==> config.mk <==
export PLATFORM = sky130hd
export DESIGN_NAME = switch_debouncer
export DESIGN_NICKNAME = d
export VERILOG_FILES = /design/src/rtl/switch_pkg.sv /design/src/rtl/debounce_channel.sv /design/src/rtl/switch_debouncer.sv
export SDC_FILE = /design/constraint.sdc
export NUM_CORES = 1
export LEC_CHECK = 0
export BUFFER_PORTS_ARGS = -buffer_cell sky130_fd_sc_hd__buf_2
export CAP_MARGIN = 10
export CELL_PAD_IN_SITES_DETAIL_PLACEMENT = 0
export CELL_PAD_IN_SITES_GLOBAL_PLACEMENT = 1
export CORE_ASPECT_RATIO = 0.75
export CORE_UTILIZATION = 35
export CTS_CLUSTER_SIZE = 30
export DETAILED_ROUTE_END_ITERATION = 8
export GPL_TIMING_DRIVEN = 1
export PLACE_DENSITY = 0.59
export SYNTH_ARGS = -nofsm -noshare
export SYNTH_HDL_FRONTEND = slang
export SYNTH_HIERARCHICAL = 1
export SYNTH_SLANG_ARGS = --single-unit
export TNS_END_PERCENT = 1
==> constraint.sdc <==
create_clock -name clk -period 2.08 [get_ports clk]
set_input_delay 0.416 -clock clk [delete_from_list [all_inputs] [get_ports clk]]
set_output_delay 0.416 -clock clk [all_outputs]
set_load 0.05 [all_outputs]
==> src/rtl/switch_pkg.sv <==
// Shared constants for the switch debouncer: debounce lengths for simulation and board
// builds, and the channel indices that map onto the downstream x1/x2 inputs.
package switch_pkg;

    localparam int SIM_DEBOUNCE   = 4;
    localparam int BOARD_DEBOUNCE = 50000;

    localparam int CH_X1 = 0;
    localparam int CH_X2 = 1;

    localparam int DEFAULT_SYNC_STAGES = 2;
    localparam int DEFAULT_CNT_W       = 16;

    // Largest debounce length a counter of the given width can hold.
    function automatic longint max_debounce(input int cnt_w);
        return (longint'(1) << cnt_w) - 1;
    endfunction

endpackage : switch_pkg

==> src/rtl/debounce_channel.sv <==
// One switch channel: multi-flop synchronizer, stability counter, debounced level and
// single-cycle rise/fall pulses registered together with the level change.
module debounce_channel
    import switch_pkg::*;
#(
    parameter int SYNC_STAGES     = DEFAULT_SYNC_STAGES,
    parameter int DEBOUNCE_CYCLES = BOARD_DEBOUNCE,
    parameter int CNT_W           = DEFAULT_CNT_W
) (
    input  logic clk,
    input  logic rst_n,
    input  logic raw,
    output logic level,
    output logic rise,
    output logic fall,
    output logic busy
);

    if (SYNC_STAGES < 2 || SYNC_STAGES > 4) begin : g_bad_sync
        $error("debounce_channel: SYNC_STAGES must be in 2..4");
    end
    if (DEBOUNCE_CYCLES < 1 || longint'(DEBOUNCE_CYCLES) > max_debounce(CNT_W)) begin : g_bad_cnt
        $error("debounce_channel: DEBOUNCE_CYCLES out of range for CNT_W");
    end

    localparam logic [CNT_W-1:0] TERM = CNT_W'(DEBOUNCE_CYCLES - 1);

    logic [SYNC_STAGES-1:0] sync_q;
    logic                   sync;
    logic [CNT_W-1:0]       cnt_q, cnt_d;
    logic                   level_q, level_d;
    logic                   rise_q, rise_d;
    logic                   fall_q, fall_d;

    assign sync = sync_q[SYNC_STAGES-1];

    always_ff @(posedge clk or negedge rst_n) begin
        if (!rst_n) begin
            sync_q <= '0;
        end else begin
            sync_q <= {sync_q[SYNC_STAGES-2:0], raw};
        end
    end

    // Any sample that agrees with the current level restarts the count from zero.
    always_comb begin
        cnt_d   = cnt_q;
        level_d = level_q;
        rise_d  = 1'b0;
        fall_d  = 1'b0;
        if (sync == level_q) begin
            cnt_d = '0;
        end else if (cnt_q == TERM) begin
            cnt_d   = '0;
            level_d = sync;
            rise_d  = sync;
            fall_d  = ~sync;
        end else begin
            cnt_d = cnt_q + CNT_W'(1);
        end
    end

    always_ff @(posedge clk or negedge rst_n) begin
        if (!rst_n) begin
            cnt_q   <= '0;
            level_q <= 1'b0;
            rise_q  <= 1'b0;
            fall_q  <= 1'b0;
        end else begin
            cnt_q   <= cnt_d;
            level_q <= level_d;
            rise_q  <= rise_d;
            fall_q  <= fall_d;
        end
    end

    assign level = level_q;
    assign rise  = rise_q;
    assign fall  = fall_q;
    assign busy  = |cnt_q;

endmodule : debounce_channel

==> src/rtl/switch_debouncer.sv <==
// Debounces NCH raw board switches into clean levels for the x1/x2 test logic inputs,
// with per-channel edge pulses and a shared busy flag.
module switch_debouncer
    import switch_pkg::*;
#(
    parameter int NCH             = 2,
    parameter int SYNC_STAGES     = DEFAULT_SYNC_STAGES,
    parameter int DEBOUNCE_CYCLES = BOARD_DEBOUNCE,
    parameter int CNT_W           = DEFAULT_CNT_W
) (
    input  logic           clk,
    input  logic           rst_n,
    input  logic [NCH-1:0] sw_raw,
    output logic [NCH-1:0] sw_level,
    output logic [NCH-1:0] sw_rise,
    output logic [NCH-1:0] sw_fall,
    output logic           busy
);

    logic [NCH-1:0] ch_busy;

    for (genvar i = 0; i < NCH; i++) begin : g_ch
        debounce_channel #(
            .SYNC_STAGES    (SYNC_STAGES),
            .DEBOUNCE_CYCLES(DEBOUNCE_CYCLES),
            .CNT_W          (CNT_W)
        ) u_ch (
            .clk  (clk),
            .rst_n(rst_n),
            .raw  (sw_raw[i]),
            .level(sw_level[i]),
            .rise (sw_rise[i]),
            .fall (sw_fall[i]),
            .busy (ch_busy[i])
        );
    end

    // Each channel's busy is decoded straight from its counter register.
    assign busy = |ch_busy;

endmodule : switch_debouncer

==> impl_metrics.py <==
metrics = {
    "status": {
        "run_status": "complete, but fails checks",
        "violations": "setup timing",
    },
    "timing": {
        "whs_ns": 0.171,
        "fmax_mhz": 454,
        "hold_viol": 0,
        "max_slew_margin_pct": 65.5,
        "skew_ns": 0.00244,
        "setup_violations": 1,
        "maxSlewViolCount": 0,
        "finalCritPeriodShare_pct": 106,
        "rsz0062_at_grt": "yes",
        "period_needed_ns": 2.20,
        "worst_pin_slew_ns": 0.518,
        "worst_slack_ns": -0.121,
    },
    "cts": {
        "clkLatencyLatePin_ns": 0.30,
        "htreeDepth": 2,
        "cts_buffers": 5,
        "root_buffer": "clkbuf_8",
        "cts_hold_buffers": 0,
        "cts_tree": "built",
        "cts.sinks": 42,
        "path_clk_slew_ns": 0.08,
        "clock_path_buffers": 2,
    },
    "global_routing": {
        "grt_use_total_pct": 15.1,
        "grt_pass1_wl_mm": 6.64,
        "grt_max_degree": 43,
        "grt_overflow": 0,
        "antenna_found_initial": 0,
        "grt_pass1_vias": 1357,
    },
    "synthesis": {
        "yosys.area.top_type": "dfrtp_1",
        "syn_nets": 201,
        "synthSimpleGateAreaFrac_pct": 26.8,
        "yosys-top-cells-count": "42 x dfrtp_1, 40 x nor2_1, 26 x xnor2_1",
        "synthesis.area_mm2": 0.00200,
        "muxShareOfSynthArea_pct": 1.50,
        "ys_ff_latch": 42,
        "synth_area_leaders": "dfrtp_1 53%, xnor2_1 11%, nor2_1 7.5%, nand4_1 3.1%, nand3_1 3.0%",
        "synth-compound-area-share_pct": 0,
        "ys_warn_count": 6,
        "yosys.area_share.adder_pct": 2.51,
        "ys.flop_type": "dfrtp_1",
        "synth_xor_area_share_pct": 13.2,
        "async_reset_ff_share_pct": 100,
        "synth_seq_area_share_pct": 52.7,
        "synth_top_family_by_area": "simple AND/OR/NAND/NOR gates",
        "synth_cell_types": 21,
        "synth_top_area_share_pct": 52.7,
        "synth.most_common_cell": "dfrtp_1",
        "synth-edff-count": 0,
        "netlist_instances": 193,
        "syn_avg_cell_area_um2": 10.3,
    },
    "die": {
        "initial_utilization_pct": 36.9,
        "fp.dieW_um": 89.2,
        "rows": 23,
        "pin_count": 11,
        "die_y_um": 67.4,
        "die_area_mm2": 0.00601,
        "coreArea_mm2": 0.00541,
    },
    "final_layout": {
        "area_delta_synth_final_pct": 13.9,
        "diodes": 0,
        "multi_input_area_um2": 883,
        "seq_area_mm2": 0.00105,
        "fin_cells": 290,
        "n_fill_cell": 540,
        "nets": 222,
        "drive_gt1_share_pct": 16.7,
    },
    "detailed_routing": {
        "ant_nets": 0,
        "drtIter0Drc": 51,
        "avgViaCountPerCell": 4.84,
        "firstDrtPassIters": 4,
        "wl_per_cell_um": 13.6,
        "vias": 1404,
        "post-route-drc-count": 0,
        "wirelength_mm": 3.95,
    },
    "setup_path": {
        "cp.arrival_ns": 1.78,
        "path_class": "reg -> out",
        "reg2reg_depth": 3,
        "crit_fanout": 2,
        "worstSetupEndpointType": "output port",
        "crit_required_ns": 1.66,
        "startpoint_type": "flip-flop",
    },
    "place": {
        "io_buffers": 10,
        "gp_congestion": 0.756,
        "dpl.hpwl_mm": 2.81,
        "dp_cells": 280,
    },
    "run": {
        "maxCapViolCount": 0,
    },
    "pwr": {
        "powerDensity_mw_per_mm2": 646,
        "ir_drop_mv": 0.201,
        "p_leak_nw": 0.962,
    },
    "worst_hold_path": {
        "hp-class": "in -> async",
    },
}
## per-layer routing
layer	part of all wire (%)	up-vias	GRT usage, %
met1	54	684	21.3
li1	-	692	-
met4	1.8	0	5.95
met2	41	22	22.0
met3	3.1	6	4.16
met5	0	-	0
## final cells by class
type	instances	area share, %
well taps	75	4.13
clock inverters	1	0.220
flip-flops and latches	42	46.2
inverters	10	1.65
clock buffers	7	3.80
multi-input cells	137	38.9
repair buffers	18	5.12
## power breakdown
| part | internal, mW | total [mW] | leakage, nW | switching [mW] |
|---|---|---|---|---|
| Clock | 0.268 | 0.539 | 0.0482 | 0.271 |
| Combinational | 0.0306 | 0.0846 | 0.341 | 0.0540 |
| Sequential | 0.829 | 0.846 | 0.573 | 0.0169 |
## registers in the layout (all words and copies together) (netlist names)
name and cells:
g_ch.u_ch/sync_q 4, g_ch.u_ch/rise 2, g_ch.u_ch/fall 2, g_ch.u_ch/cnt_q 32, g_ch.u_ch/level 2
## cells in the final DEF (no fill, tap or decap), types with 4 or more instances in the layout
| cell | instances |
|---|---|
| ha_1 | 4 |
| nand2_1 | 6 |
| clkbuf_8 | 6 |
| buf_2 | 9 |
| nand3_1 | 12 |
| or4_4 | 4 |
| nand4_1 | 10 |
| nor3b_1 | 4 |
| inv_1 | 10 |
| nor3_1 | 8 |
| xnor2_1 | 26 |
| dfrtp_1 | 42 |
| nor4_1 | 8 |
| xor2_1 | 4 |
| nor2_1 | 40 |
| buf_4 | 8 |
## worst max-delay path: stages, from the launching register on
cell     delay [ns]
dfrtp_1        0.39
or4_4          0.53
nor2_1         0.10
nand3_1        0.06
or2_1          0.25
buf_6          0.16
## kinds of logic (layout without fill, tap and decap cells)
kind of cell | count (synthesis) | in the layout
adder cells (fa/ha/maj) | 4 | 4
buffers and inverters | 14 | 36
multiplexers | 2 | 2
AND/OR/NAND/NOR | 101 | 101
flip-flops | 42 | 42
XOR/XNOR | 30 | 30
## what timing repair did
item	4_1_cts	5_1_grt
pin swaps	2	1
setup endpoints to repair	1	1
gates resized for setup	2	1
buffers inserted	2	0
cloned	0	0
## final timing paths
| kind | start | end | slack, ns |
|---|---|---|---|
| setup reg to reg | g_ch[1].u_ch/cnt_q[4] | g_ch[1].u_ch/level | 0.13 |
| hold reg to reg | g_ch[1].u_ch/sync_q[0] | g_ch[1].u_ch/sync_q[1] | 0.35 |
| max in group asynchronous | rst_n | g_ch[1].u_ch/cnt_q[11] | 1.55 |
| min in group clk | sw_raw[1] | g_ch[1].u_ch/sync_q[0] | 0.23 |
| hold / removal | rst_n | g_ch[0].u_ch/cnt_q[3] | 0.17 |
| setup / recovery | g_ch[0].u_ch/cnt_q[4] | busy | -0.12 |
## through the flow
step                      power [mW]  instance area, um2  worst slack, ns  TNS (ns)  util, %
final                           1.47                2270           -0.121    -0.121     42.0
after global placement         0.941                2150            0.115         0     39.8
after global routing            1.54                2270           -0.175    -0.175     42.0
after detailed placement       0.944                2150           0.0913         0     39.8
after floorplan                0.909                2000            0.138         0        -
after CTS                       1.49                2270           -0.152    -0.152     41.9
Note: power is estimated with default switching activity, not from simulation.
